`src/rtl/ram_arbiter.sv`:
```
// Byte-bus owner: arbitrates IF vs data port, serialises 1/2/4-byte accesses, assembles reads little-endian (optional ARB_ROUND_ROBIN_EN).
// Latency: N-byte read done at grant+N+2, N-byte write done at grant+N+1; DONE lasts one cycle.
// Backpressure: rdy_in low freezes byte issue and arbitration; bytes already on the bus are still captured.
module ram_arbiter #(
    parameter int ADDR_WIDTH = 32,
    parameter int IF_BYTES   = 4
) (
    input  logic                  clk,
    input  logic                  rst,
    input  logic                  rdy_in,
    input  logic                  flush,
    input  logic                  if_req,
    input  logic [ADDR_WIDTH-1:0] if_addr,
    output logic                  if_done,
    output logic [31:0]           if_inst,
    input  logic                  d_rd_req,
    input  logic                  d_wr_req,
    input  logic [ADDR_WIDTH-1:0] d_addr,
    input  logic [1:0]            d_size,
    input  logic [31:0]           d_wdata,
    output logic                  d_done,
    output logic [31:0]           d_rdata,
    output logic                  busy,
    input  logic [7:0]            mem_din,
    output logic [7:0]            mem_dout,
    output logic [ADDR_WIDTH-1:0] mem_a,
    output logic                  mem_wr
);

    localparam logic [1:0] S_IDLE  = 2'd0;
    localparam logic [1:0] S_READ  = 2'd1;
    localparam logic [1:0] S_WRITE = 2'd2;
    localparam logic [1:0] S_DONE  = 2'd3;

    logic [1:0]            state;
    logic                  is_if;
    logic [2:0]            nbytes;
    logic [2:0]            issue_cnt;
    logic [2:0]            cap_cnt;
    logic                  issued_q;
    logic                  cap_q;
    logic [ADDR_WIDTH-1:0] next_addr;
    logic [31:0]           wdata;
    logic [31:0]           rbuf;

    logic        data_req;
    logic        grant;
    logic        pick_if;
    logic        last_cap;
    logic [2:0]  d_nbytes;
    logic [31:0] cap_merged;

    assign data_req = d_wr_req | d_rd_req;
    assign grant    = (state == S_IDLE) && rdy_in && (data_req || if_req);

`ifdef ARB_ROUND_ROBIN_EN
    logic last_was_data;
    assign pick_if = if_req && (!data_req || last_was_data);
`else
    assign pick_if = if_req && !data_req;
`endif

    // issued_q: a byte address is on the bus this cycle; cap_q: its data is on mem_din this cycle
    assign last_cap = cap_q && ((cap_cnt + 3'd1) == nbytes);

    always_comb begin
        d_nbytes = 3'd4;
        case (d_size)
            2'd0:    d_nbytes = 3'd1;
            2'd1:    d_nbytes = 3'd2;
            default: d_nbytes = 3'd4;
        endcase
        cap_merged = rbuf;
        cap_merged[{cap_cnt, 3'b000} +: 8] = mem_din;
    end

    always_ff @(posedge clk) begin
        if (rst) begin
            state     <= S_IDLE;
            is_if     <= 1'b0;
            nbytes    <= 3'd0;
            issue_cnt <= 3'd0;
            cap_cnt   <= 3'd0;
            issued_q  <= 1'b0;
            cap_q     <= 1'b0;
            next_addr <= '0;
            wdata     <= 32'd0;
            rbuf      <= 32'd0;
            mem_a     <= '0;
            mem_dout  <= 8'd0;
            mem_wr    <= 1'b0;
            if_done   <= 1'b0;
            d_done    <= 1'b0;
            if_inst   <= 32'd0;
            d_rdata   <= 32'd0;
            busy      <= 1'b0;
`ifdef ARB_ROUND_ROBIN_EN
            last_was_data <= 1'b0;
`endif
        end else begin
            if_done <= 1'b0;
            d_done  <= 1'b0;
            case (state)
                S_IDLE: begin
                    if (grant) begin
                        issue_cnt <= 3'd1;
                        cap_cnt   <= 3'd0;
                        rbuf      <= 32'd0;
                        cap_q     <= 1'b0;
                        busy      <= 1'b1;
                        if (pick_if) begin
                            is_if     <= 1'b1;
                            nbytes    <= 3'(IF_BYTES);
                            mem_a     <= if_addr;
                            next_addr <= if_addr + ADDR_WIDTH'(1);
                            mem_wr    <= 1'b0;
                            issued_q  <= 1'b1;
                            state     <= S_READ;
                        end else begin
                            is_if     <= 1'b0;
                            nbytes    <= d_nbytes;
                            mem_a     <= d_addr;
                            next_addr <= d_addr + ADDR_WIDTH'(1);
                            wdata     <= d_wdata;
                            if (d_wr_req) begin
                                mem_wr   <= 1'b1;
                                mem_dout <= d_wdata[7:0];
                                issued_q <= 1'b0;
                                state    <= S_WRITE;
                            end else begin
                                mem_wr   <= 1'b0;
                                issued_q <= 1'b1;
                                state    <= S_READ;
                            end
                        end
`ifdef ARB_ROUND_ROBIN_EN
                        last_was_data <= !pick_if;
`endif
                    end
                end
                S_READ: begin
                    if (flush && is_if) begin
                        state    <= S_IDLE;
                        busy     <= 1'b0;
                        issued_q <= 1'b0;
                        cap_q    <= 1'b0;
                    end else begin
                        cap_q <= issued_q;
                        if (cap_q) begin
                            rbuf    <= cap_merged;
                            cap_cnt <= cap_cnt + 3'd1;
                        end
                        if (last_cap) begin
                            state    <= S_DONE;
                            issued_q <= 1'b0;
                            if (is_if) begin
                                if_done <= 1'b1;
                                if_inst <= cap_merged;
                            end else begin
                                d_done  <= 1'b1;
                                d_rdata <= cap_merged;
                            end
                        end else if (rdy_in && (issue_cnt != nbytes)) begin
                            mem_a     <= next_addr;
                            next_addr <= next_addr + ADDR_WIDTH'(1);
                            issue_cnt <= issue_cnt + 3'd1;
                            issued_q  <= 1'b1;
                        end else begin
                            issued_q <= 1'b0;
                        end
                    end
                end
                S_WRITE: begin
                    if (issue_cnt == nbytes) begin
                        mem_wr <= 1'b0;
                        d_done <= 1'b1;
                        state  <= S_DONE;
                    end else if (rdy_in) begin
                        mem_a     <= next_addr;
                        next_addr <= next_addr + ADDR_WIDTH'(1);
                        mem_dout  <= wdata[{issue_cnt, 3'b000} +: 8];
                        mem_wr    <= 1'b1;
                        issue_cnt <= issue_cnt + 3'd1;
                    end else begin
                        mem_wr <= 1'b0;
                    end
                end
                default: begin
                    state <= S_IDLE;
                    busy  <= 1'b0;
                end
            endcase
        end
    end

endmodule

```
`config.mk`:
```
export PLATFORM = sky130hd
export DESIGN_NAME = ram_arbiter
export DESIGN_NICKNAME = d
export VERILOG_FILES = /design/src/rtl/ram_arbiter.sv
export SDC_FILE = /design/constraint.sdc
export NUM_CORES = 1
export LEC_CHECK = 0
export ABC_AREA = 1
export CAP_MARGIN = 25
export CORE_MARGIN = 5
export CORE_UTILIZATION = 30
export CTS_CLUSTER_DIAMETER = 80
export DETAILED_ROUTE_END_ITERATION = 8
export SYNTH_ARGS = -nofsm -noshare
export SYNTH_HDL_FRONTEND = slang
export SYNTH_SLANG_ARGS = --single-unit
```
`constraint.sdc`:
```
create_clock -name clk -period 3.3 [get_ports clk]
set_clock_uncertainty 0.1 [all_clocks]
set_input_delay 0.99 -clock clk [delete_from_list [all_inputs] [get_ports clk]]
set_output_delay 0.99 -clock clk [all_outputs]
set_load 0.01 [all_outputs]
```
Yosys cells after proc, flatten, opt, wreduce, memory -nomap -nowiden
Cells that the tools add are included.
{"block": "totals", "ff_bits": 218, "latch_bits": 0, "ram_bits": 0, "rom_bits": 0, "mem_count": 0}
{"block": "classes", "addsub": 6, "multipliers": 0, "div_mod_pow": 0, "magnitude_cmp": 0, "n_eq_ne": 18, "shift": 3, "mux": 73, "bitwise_logic": 7, "n_reduce_logical": 25}
{"cell": "32-bit 2-to-1 mux", "count": 17}
{"cell": "32-bit one-hot mux with 3 select lines", "count": 2}
{"cell": "32-bit by 1-bit adder with 32-bit output (second input constant)", "count": 3}
{"cell": "32-bit one-hot mux with 2 select lines", "count": 1}
{"cell": "8-bit 2-to-1 mux", "count": 5}
{"cell": "32-bit bitwise mux", "count": 1}
{"cell": "8-bit by 8-bit variable shift with 32-bit output (first input constant)", "count": 1}
{"cell": "32-bit by 7-bit variable part select with 8-bit output", "count": 1}
{"cell": "8-bit by 8-bit variable part select with 32-bit output", "count": 1}
{"cell": "3-bit 2-to-1 mux", "count": 10}
{"cell": "2-bit inequality test (second input constant)", "count": 11}
{"cell": "1-bit 2-to-1 mux", "count": 21}
{"cell": "8-bit one-hot mux with 2 select lines", "count": 1}
{"cell": "2-bit 2-to-1 mux", "count": 6}
{"cell": "3-bit one-hot mux with 2 select lines", "count": 2}
{"cell": "4-bit AND reduction", "count": 3}
{"cell": "3-bit one-hot mux with 3 select lines", "count": 1}
{"cell": "3-bit AND reduction", "count": 3}
{"cell": "6-bit negation with 8-bit output", "count": 1}
{"cell": "1-bit one-hot mux with 2 select lines", "count": 4}
{"cell": "7-bit AND reduction", "count": 1}
{"cell": "3-bit by 1-bit adder with 3-bit output (second input constant)", "count": 2}
{"cell": "3-bit equality test", "count": 2}
{"cell": "1-bit logical AND", "count": 6}
{"cell": "other kinds (16)", "count": 26}

Longest topological paths before layout
Gate-level depths: netlist (run 1).
{"block": "depth", "word_depth": 6, "mapped_depth": 17, "mapped_depth_nobuf": 15}

Least setup slack after synthesis (run 1)
OpenSTA, ideal clock, no wires.
{"block": "synth_timing", "path_kind": "input -> register", "from": "input d_rd_req", "to": "register next_addr[25]", "arrival_ns": 2.328, "t_required_ns": 3.091, "path_slack_ns": 0.763, "path_stages": 15, "path_cell_list": "nor2_4 > nand2_4 > buf_4 > nand2_1 > nand3_1 > nand2_1 > nand2_1 > nor2_1 > nand2_1 > nor2_1 > nand2_1 > nand2_1 > nand3_1 > nand2_1 > inv_1"}
{"block": "synth_via", "elab_chain_cells": 6}
{"item": "from (decl)", "line_no": "16", "text": "input logic d_rd_req,"}
{"item": "1-bit bitwise OR *", "line_no": "53", "text": "assign data_req = d_wr_req | d_rd_req;"}
{"item": "1-bit zero test", "line_no": "60", "text": "assign pick_if = if_req && !data_req;"}
{"item": "1-bit logical AND", "line_no": "60"}
{"item": "32-bit 2-to-1 mux", "line_no": "111", "text": "if (pick_if) begin"}
{"item": "32-bit 2-to-1 mux", "line_no": "105", "text": "if (grant) begin"}
{"item": "32-bit one-hot mux with 3 select lines", "line_no": "103", "text": "case (state)"}
{"item": "to (signal assigned)", "line_no": "115", "text": "next_addr <= if_addr + ADDR_WIDTH'(1);"}
{"item": "to (signal assigned)", "line_no": "123", "text": "next_addr <= d_addr + ADDR_WIDTH'(1);"}
{"item": "to (signal assigned)", "line_no": "165", "text": "next_addr <= next_addr + ADDR_WIDTH'(1);"}
{"item": "to (decl)", "line_no": "42", "text": "logic [ADDR_WIDTH-1:0] next_addr;"}
Mark *: on every way between the ends. The rest lies on a longest branch, timed or not. The select of a mux whose other input is x is not followed.
A chain may end at the register's enable or synchronous reset.

Final worst setup path (run 1)
{"block": "layout_timing", "from": "register state[0]", "to": "register next_addr[27]"}
{"block": "layout_via", "elab_chain_cells": 5}
{"item": "from (decl)", "line_no": "35", "text": "logic [1:0] state;"}
{"item": "from (signal assigned)", "line_no": "79", "text": "state <= S_IDLE;"}
{"item": "from (signal assigned)", "line_no": "118", "text": "state <= S_READ;"}
{"item": "from (signal assigned)", "line_no": "129", "text": "state <= S_WRITE;"}
{"item": "2-bit zero test", "line_no": "54, 103"}
{"item": "1-bit logical AND (2 in a row)", "line_no": "54", "text": "assign grant = (state == S_IDLE) && rdy_in && (data_req || if_req);"}
{"item": "2-bit inequality test (no line)"}
{"item": "7-bit AND reduction (no line)"}
Several ways; a longest one is shown, not always the timed one.

==> results.py, run 1 <==
metrics = {
    "power": {
        "p_sw_share_pct": 39.70,
        "p_comb_share_pct": 45.2,
        "power.leakage_nw": 6.296,
        "finalPower_mw": 12.08,
        "p_int_mw": 7.282,
        "p_seq_share_pct": 29.8,
        "power.density_nw_per_um2": 820.0,
        "peakVddDrop_mv": 0.5348,
        "net-switching-power_mw": 4.794,
        "pwr-share-clk_pct": 25.0,
    },
    "global_route": {
        "grt_antenna_before_repair": 1,
        "track_usage_pct": 17.75,
        "grt_overflow_total": 0,
        "grt_pass1_wl_um": 57420,
        "grt_max_degree": 57,
        "grt_pass1_vias": 10830,
    },
    "critical_path": {
        "crit_chain": "inv_1 > ha_1 > inv_2 > nand3_1 > nand2_1 > nand2_1 > nor2_2 > nand2_1 > nor2_1 > nand2_1 > nand2_1 > nand3_1 > nand2_1 > inv_1",
        "cp_common_cell": "nand2_1",
        "r2r-start": "state[0]",
        "critPathCaptureType": "flip-flop",
        "rr_worst_depth": 14,
        "reg2reg_slack_ps": 310,
        "cp_top_family": "simple AND/OR/NAND/NOR gates",
        "r2r-end": "next_addr[27]",
        "cpPeakStageDelay_ps": 530,
        "required_ps": 3640,
        "critPathKind": "flip-flop to flip-flop",
        "arrival_ps": 3340,
        "path_buf_inv": 3,
        "slowest_stage": "inv_2",
        "crit_path_start_kind": "flip-flop",
        "crit_path_max_fanout": 37,
    },
    "clocking": {
        "cts_setup_buffers": 0,
        "clk_path_buf_depth": 3,
        "clockRootBuffer": "clkbuf_16",
        "cts_made_buffers": 26,
        "clk_latency_ps": 540,
        "cts_resized": 0,
        "cts_sinks": 218,
        "clk_pin_slew_worst_paths_ps": 60,
        "ctsHoldBuffers": 0,
        "h-tree-depth": 1,
        "cts_tree": "yes",
    },
    "synth": {
        "syn-num-nets": 1758,
        "syn-cell-area_um2": 10720,
        "avgSynthCellArea_um2": 6.551,
        "synth_cell_types": 37,
        "synth-seq-cells": 218,
        "syn_inst": 1637,
        "yosysWarningCount": 0,
        "synth-seq-area-share_pct": 40.70,
    },
    "floorplan": {
        "coreArea_um2": 35400,
        "fp.dieH_um": 199.1,
        "initial_core_util_pct": 30.30,
        "ios": 221,
        "die_area_um2": 39630,
        "fp.dieW_um": 199.1,
        "rows": 69,
    },
    "timing": {
        "max_clock_freq_mhz": 333.9,
        "report.final.slew_viol_count": 0,
        "worstMarginPinSlew_ps": 708.7,
        "maxSlewHeadroom_pct": 52.69,
        "finalCritPeriodShare_pct": 90.76,
        "fin_ws_ps": 305.1,
        "finalHoldViolations": 0,
        "fin_crit_ps": 2995,
        "setup_violations": 0,
        "rsz0062_at_grt": "no",
    },
    "cells_and_area": {
        "nFillCells": 3711,
        "finalNonFillerCells": 2350,
        "diodes": 0,
        "synthToLayoutAreaGrowth_pct": 37.31,
        "multiInputGateArea_um2": 5369,
        "register_area_um2": 4364,
        "layout.nets": 1990,
        "drive_gt1_share_pct": 8.735,
        "final_core_util_pct": 41.60,
    },
    "routing": {
        "drtAntennaViolNets": 0,
        "drt_iter0_drc": 626,
        "wire_per_inst_um": 15.49,
        "dr.pass1.iters": 6,
        "vias": 11250,
        "remaining_drc_errors": 0,
        "wl_um": 36400,
        "vias_per_cell": 4.785,
    },
    "placed_design": {
        "pre_cts_slack_ps": -62.87,
        "io_buffers": 220,
        "gp_congestion": 0.9238,
        "dpl.hpwl_um": 26130,
        "dp_cells": 2301,
    },
    "min_path": {
        "hold_depth": 2,
        "hp-start": "d_rdata[1]",
        "hold_end": "d_rdata[1]",
        "min_path_type": "flip-flop to flip-flop",
    },
    "run_status": {
        "status": "complete, no violations",
    },
    "flow_run": {
        "drv_cap": 0,
    },
}
power by group through the flow:
stage / logic (mW) / registers [mW] / clock network [mW]
after global routing: 6.09 / 3.68 / 3.20
final: 5.45 / 3.60 / 3.02
after CTS: 5.45 / 3.61 / 3.11
after floorplan: 3.11 / 3.67 / 0
after detailed placement: 5.43 / 3.66 / 0
after global placement: 5.39 / 3.64 / 0
worst max-delay path by stage:
stage / from / to / slack [ps] / depth (start not counted)
floorplan: d_rd_req / next_addr[25] / 760 / 15
global placement: d_wr_req / next_addr[27] / -40 / 15
detailed placement: d_wr_req / next_addr[20] / -60 / 16
CTS: state[0] / next_addr[27] / 330 / 14
global route: state[0] / next_addr[27] / 70 / 14
finish: state[0] / next_addr[27] / 310 / 14
cells in the mapped netlist:
cell      instances  area [µm²]
buf_1             2       7.510
nor2_4            3       33.78
nand2_4           1       11.26
nand2_2           1       6.260
nor3_1            3       15.01
o21ai_1           2       10.01
nand3_1         126       630.6
mux2i_1           2       20.02
dfxtp_1         218        4364
xnor2_1           3       26.28
ha_1              8       100.1
nor3b_2           1       12.51
inv_2             9       33.78
a211oi_1         36       270.3
buf_4             8       60.06
a22oi_1          17       127.6
o211ai_1          1       7.510
nand3_2           1       10.01
a21oi_1          66       330.3
o22a_1            1       8.760
nor2_2            8       50.05
buf_2            25       125.1
a221oi_1          1       8.760
or2_2            13       81.33
a31oi_1          10       62.56
xor2_1            5       43.79
clkbuf_1         57       214.0
nor2_1          327        1227
nand4_1           2       12.51
o21ai_0         174       870.8
clkinv_1          3       11.26
nand3b_1          3       22.52
buf_6             1       11.26
nor3b_1           1       7.510
nand2_1         348        1306
o22ai_1           8       50.05
inv_1           142       533.0
cells in the final DEF, fill, tap and decap left out, drive strengths merged, types with 5 or more instances in the layout:
cell type,count
nor2,338
inv,151
clkbuf,34
or2,13
nand3,127
buf,79
a31oi,10
a21oi,66
clkinv,13
o22ai,8
xor2,5
o21ai,176
dfxtp,218
a211oi,36
a22oi,17
nand2,350
clkdlybuf4s50,218
ha,8
metal layers:
layer / global-route usage [%] / routed length [µm]
met5: 0 / 13
met4: 5.193 / 904
met3: 3.288 / 2416
met2: 29.25 / 16770
met1: 23.81 / 16300
registers in the layout (all words and copies together), names as in the netlist, 3 cells and up:
register and cells:
d_rdata 32, cap_cnt 3, mem_dout 8, wdata 32, nbytes 3, next_addr 32, rbuf 32, mem_a 32
if_inst 32, issue_cnt 3
logic make-up (layout without fill, tap and decap cells):
family	Yosys count	count (layout)	share of synthesized area (%)
xor gates and xnor gates	8	8	0.6534
buffers and inverters	247	499	9.287
DFF	218	218	40.70
adders and majority gates	8	8	0.9334
AOI/OAI and AO/OA	316	316	16.29
and+or+nand+nor	838	838	31.96
muxes	2	2	0.1867
through the flow:
step / cell area [µm²] / hold slack, ps / TNS, ps
after floorplan: 10720 / 343.9 / 0
after global placement: 13790 / 351.5 / -102.1
after detailed placement: 13790 / 355.5 / -275.0
after CTS: 14710 / 365.5 / 0
after global routing: 14730 / 388.5 / 0
final: 14730 / 362.2 / 0
tightest hold or removal path: cells and delay by family, from the launching register on:
kind	cells	cell delay, ps
AOI/OAI and AO/OA	1	50
DFF	1	310
and+or+nand+nor	1	60
final cells by class:
type / instances / share of cell area (%)
clock buffer: 34 / 5.107
clock inverter: 14 / 1.105
inverter: 154 / 3.926
multi-input combinational: 1172 / 36.46
sequential: 218 / 29.64
tap: 461 / 3.917
timing repair buffer: 297 / 19.85
Note: power is estimated with default switching activity, not from simulation.
==> inputs of run 2 (changes only) <==
- REMOVE_ABC_BUFFERS: default -> 1
==> run 2 against run 1 <==
Maximum frequency rose by 1.1%. Combinational power fell by 3%. Clock power fell by 7.0%. Critical endpoint is now next_addr[25]. Utilization fell by 0.49 points. Critical path type is now primary input to flip-flop. Routed wire length fell by 5.1%.
==> results.py, run 2 (synthesis gave the netlist of run 1 again) <==
metrics = {
    "run_status": {
        "status": "complete, no violations",
    },
    "min_path": {
        "min_path_type": "flip-flop to flip-flop",
    },
    "clocking": {
        "cts_setup_buffers": 0,
        "clk_pin_slew_worst_paths_ps": 60,
        "ctsHoldBuffers": 0,
        "cts_sinks": 218,
        "clk_path_buf_depth": 3,
        "cts_resized": 0,
        "clockRootBuffer": "clkbuf_16",
        "clk_latency_ps": 530,
        "h-tree-depth": 1,
        "cts_tree": "yes",
        "cts_made_buffers": 25,
    },
    "timing": {
        "fin_ws_ps": 336.6,
        "report.final.slew_viol_count": 0,
        "max_clock_freq_mhz": 337.4,
        "rsz0062_at_grt": "no",
        "worstMarginPinSlew_ps": 674.3,
        "maxSlewHeadroom_pct": 54.92,
        "whs_ps": 362.6,
        "fin_crit_ps": 2963,
        "setup_violations": 0,
        "finalHoldViolations": 0,
        "finalCritPeriodShare_pct": 89.80,
    },
    "flow_run": {
        "drv_cap": 0,
    },
    "power": {
        "p_comb_share_pct": 45.2,
        "p_sw_share_pct": 39.42,
        "power.leakage_nw": 6.212,
        "net-switching-power_mw": 4.604,
        "p_seq_share_pct": 30.7,
        "peakVddDrop_mv": 0.4294,
        "power.density_nw_per_um2": 802.6,
        "pwr-share-clk_pct": 24.0,
        "p_int_mw": 7.076,
        "finalPower_mw": 11.68,
    },
    "cells_and_area": {
        "final_common_cell": "nand2_1",
        "layout.nets": 1985,
        "mostFrequentLayoutCells": "nand2_1, nor2_1, dfxtp_1, clkdlybuf4s50_1, o21ai_0",
        "diodes": 0,
        "finalNonFillerCells": 2340,
        "drive_gt1_share_pct": 8.089,
        "synthToLayoutAreaGrowth_pct": 35.70,
        "nFillCells": 3725,
    },
    "routing": {
        "drt_iter0_drc": 570,
        "remaining_drc_errors": 0,
        "drtAntennaViolNets": 0,
        "wire_per_inst_um": 14.77,
        "vias_per_cell": 4.746,
        "vias": 11110,
        "wl_um": 34560,
        "dr.pass1.iters": 7,
    },
    "global_route": {
        "grt_pass1_wl_um": 55710,
        "grt_max_degree": 102,
        "grt_overflow_total": 0,
        "grt_pass1_vias": 10710,
        "grt_antenna_before_repair": 0,
        "track_usage_pct": 16.92,
    },
    "critical_path": {
        "crit_path_max_fanout": 34,
        "critPathKind": "primary input to flip-flop",
        "cp_common_cell": "nand2_1",
        "critPathCaptureType": "flip-flop",
        "required_ps": 3630,
        "slowest_stage": "clkdlybuf4s50_1",
        "cpPeakStageDelay_ps": 470,
        "arrival_ps": 3290,
        "crit_chain": "clkdlybuf4s50_1 > nor2_4 > buf_4 > nand3_1 > nand3_1 > nand2_1 > nor2_2 > nand3_2 > nor2_2 > nand2_1 > nand2_1 > nand3_1 > nand2_1 > inv_1",
        "crit_path_start_kind": "primary input",
    },
    "floorplan": {
        "coreArea_um2": 35400,
        "rows": 69,
        "fp.dieH_um": 199.1,
        "ios": 221,
        "die_area_um2": 39630,
        "fp.dieW_um": 199.1,
        "initial_core_util_pct": 30.30,
    },
    "placed_design": {
        "io_buffers": 220,
        "dpl.hpwl_um": 24840,
        "dp_cells": 2298,
        "gp_congestion": 0.8953,
        "pre_cts_slack_ps": -213.9,
    },
}
==> run 2: area by class of cell <==
type                            instances  area [µm²]  area share (%)
Timing Repair Buffer                  293        2843           19.53
Tap cell                              461       576.8           3.964
Multi-Input combinational cell       1172        5366           36.88
Inverter                              154       578.1           3.972
Clock buffer                           36       737.0           5.064
Sequential cell                       218        4364           29.99
Clock inverter                          6       87.58          0.6018
==> run 2: per-stage QoR <==
| stage | utilization [%] | area, µm² | setup TNS (ps) |
|---|---|---|---|
| 2_1_floorplan | - | 10310 | -13640 |
| 3_3_place_gp | 38.78 | 13730 | -1272 |
| 3_5_place_dp | 38.78 | 13730 | -2877 |
| 4_1_cts | 41.11 | 14550 | 0 |
| 5_1_grt | 41.11 | 14550 | 0 |
| 6_report | 41.11 | 14550 | 0 |
==> run 2: worst paths after layout <==
| path | slack, ps | cells after the start | from | to |
|---|---|---|---|---|
| worst max-delay path | 340 | 14 | d_wr_req | next_addr[25] |
| worst min-delay path | 360 | 2 | issued_q | cap_q |
| worst max register to register | 620 | 14 | state[0] | next_addr[22] |
| worst min register to register | 360 | 2 | issued_q | cap_q |
==> run 2: power groups by stage <==
stage	clock (mW)	combinational, mW	sequential (mW)
after floorplan	0	2.83	3.69
after global placement	0	5.26	3.62
after detailed placement	0	5.29	3.63
after CTS	2.89	5.32	3.59
after global routing	2.99	5.96	3.66
final	2.81	5.28	3.59
==> run 2: worst max-delay path: cells and delay by family <==
family / cells / cell delay (ps)
and+or+nand+nor: 11 / 1430
buffers and inverters: 3 / 870
==> run 2: per-layer routing <==
| metal | track usage (%) | share of wire (%) | vias up |
|---|---|---|---|
| li1 | - | - | 5723 |
| met1 | 22.86 | 45 | 5007 |
| met2 | 28.21 | 46 | 324 |
| met3 | 2.664 | 6.1 | 52 |
| met4 | 4.559 | 2.4 | 0 |
| met5 | 0 | 0 | - |
==> patch, RTL diff (settings of run 2) <==
`ADDR_WIDTH`: 32 -> 48.
--- a/src/rtl/ram_arbiter.sv
+++ b/src/rtl/ram_arbiter.sv
@@ -2,7 +2,7 @@
 // Latency: N-byte read done at grant+N+2, N-byte write done at grant+N+1; DONE lasts one cycle.
 // Backpressure: rdy_in low freezes byte issue and arbitration; bytes already on the bus are still captured.
 module ram_arbiter #(
-    parameter int ADDR_WIDTH = 32,
+    parameter int ADDR_WIDTH = 48,
     parameter int IF_BYTES   = 4
 ) (
     input  logic                  clk,
Ports: changed (resized d_addr, if_addr and mem_a); port bits go from 221 to 269. The function was not compared with the original's and may differ.
==> patch against run 2 <==
  * Clock power increased by 28%
  * Sequential power rose by 20%
  * Largest power group unchanged
  * Critical path type unchanged
  * Setup slack got worse by 0.029 ns
  * Area after synthesis is 25% higher
  * Highest routed layer is now met5
  * Routed wire length is 34% higher
  * Fmax decreased by 0.97%
  * Final area rose by 28%
  * Sequential cell count is 32 higher
  * Total power rose by 34%
==> patch: results (changes against run 2) <==
----------------------------------------------------
[Placement]
  Setup WS pre-CTS ... -0.2638 ns (-0.04993 ns)
  Number of port buffers ... 268 (+22%)
  Global placer's final weighted congestion ... 0.8880 (-0.82%)
  Cell area reported after detailed placement ... 0.01752 mm² (+28%)
  HPWL after detailed placement ... 33,900 µm (+36%)

[Pwr]
  Cell leakage power ... 7.872 nW (+27%)
  Peak supply drop ... 0.4227 mV (-1.6%)

[Synth]
  Synth Area per Inst ... 6.714 µm² (+2.5%)
  Synth cell types ... 44 (+19%)
  Cell types with the highest counts after synthesis ... 439 x nand2_1, 333 x nor2_1, 250 x dfxtp_1
  Sequential share of the synthesized area ... 37.44% (-3.3 points)
  Synth Warn # ... 0 (unchanged)
  Top post-synthesis cells by area ... dfxtp_1 37%, nand2_1 12%, nor2_1 9.4%
  Share of async-settable or async-resettable flops after synthesis ... 0% (unchanged)

[GRT]
  Initial antenna violation count ... 3 (+3)
  Overall routing resource usage ... 18.26% (+1.3 points)
  Maximum number of pins on one net before global-route repair ... 77 (-25%)
  Global-route wire length before repair ... 75,160 µm (+35%)

[CTS]
  Clock buffers created by TritonCTS ... 31 (+24%)
  Worst skew pair latency ... 0.58 ns (+0.05 ns)
  Clock root buffer ... clkbuf_16
  Number of setup buffers added after CTS ... 0 (unchanged)
  Depth of the CTS H-tree ... 1 (unchanged)
  Clock edge transition at the registers on the reported setup and hold paths ... 0.06 ns (about the same)
  Number of resized instances in the post-cts repair step ... 0 (unchanged)
  Number of buffers on the longest clock path ... 3 (unchanged)

[STA]
  Relative slew margins ... 52.14% (-2.8 points)

[Drt]
  DR vias ... 14.11k (+27%)
  Avg Vias per Cell ... 4.809 (+1.3%)
  First-pass detailed-route iteration total ... 5 (-2)
  Number of DRC violations after detailed-routing iteration 0 ... 846 (+48%)
  Mean routed wirelength per cell ... 15.72 µm (+6.4%)

[Cells and area]
  Proportion of layout cells with a drive suffix above 1 ... 12.05% (+4.0 points)
  Top Registers ... mem_a x48, next_addr x48
  Final nets ... 2,476 (+25%)

[Setup path]
  Critical path fanouts, max ... 27 (-21%)
  Worst-path cell with the longest stage delay ... clkdlybuf4s50_1
  Cell family with most CP delay ... simple AND/OR/NAND/NOR gates
  Largest incremental delay on the critical path ... 0.47 ns (about the same)
  Endpoint arrival time on the critical path ... 3.36 ns (+0.07 ns)

[Hold path]
  HP Class ... reg2reg

[Run status]
  Run status ... complete, no violations

----------------------------------------------------
==> patch: cells by family after synthesis <==
group	after synthesis	synth area share, %
flops	250	37.44
compound gates	381	17.00
simple gates	1039	33.63
buf+inv	283	9.135
xor+xnor	27	1.769
fa+ha+maj	11	1.030
==> patch: cell type report <==
class | count | area [µm²]
diodes | 2 | 5.005
clock inverters | 17 | 249.0
flip-flops and latches | 250 | 5005
repair buffers | 412 | 3991
multi-input cells | 1458 | 7152
inverters | 167 | 631.9
clock buffers | 37 | 818.3
fillers | 4591 | 25530
well taps | 592 | 740.7
==> patch: worst paths after layout <==
check,slack (ns),from,cells past startpoint,to
hold reg to reg,0.37,issued_q,2,cap_q
setup / recovery,0.31,d_wr_req,17,next_addr[34]
hold / removal,0.37,issued_q,2,cap_q
setup reg to reg,0.42,state[0],16,next_addr[34]
==> patch: worst reg2reg max path, stage by stage (launching register included) <==
cell and delay, ns:
dfxtp_1 0.38, inv_1 0.09, ha_2 0.33, inv_4 0.25
buf_12 0.23, nand3_1 0.13, nand2_1 0.13, nand2_1 0.09
nor2_1 0.17, buf_4 0.14, nand2_1 0.09, nor2_2 0.19
nand2_1 0.14, nand2_1 0.09, nand2_1 0.05, o21bai_1 0.13
inv_1 0.05
==> patch: layer usage <==
layer,up-vias,track usage (%),part of all wire (%)
li1,7149,-,-
met1,6470,24.19,45
met2,396,30.89,47
met3,96,3.048,4.8
met4,2,5.042,2.8
met5,-,0,0.017
==> patch: power breakdown <==
group          internal, mW  leakage [nW]  total, mW  switching [mW]
combinational          3.36          5.31       7.80            4.44
clock                  2.17         0.519       3.59            1.42
sequential             3.83          2.04       4.31           0.477
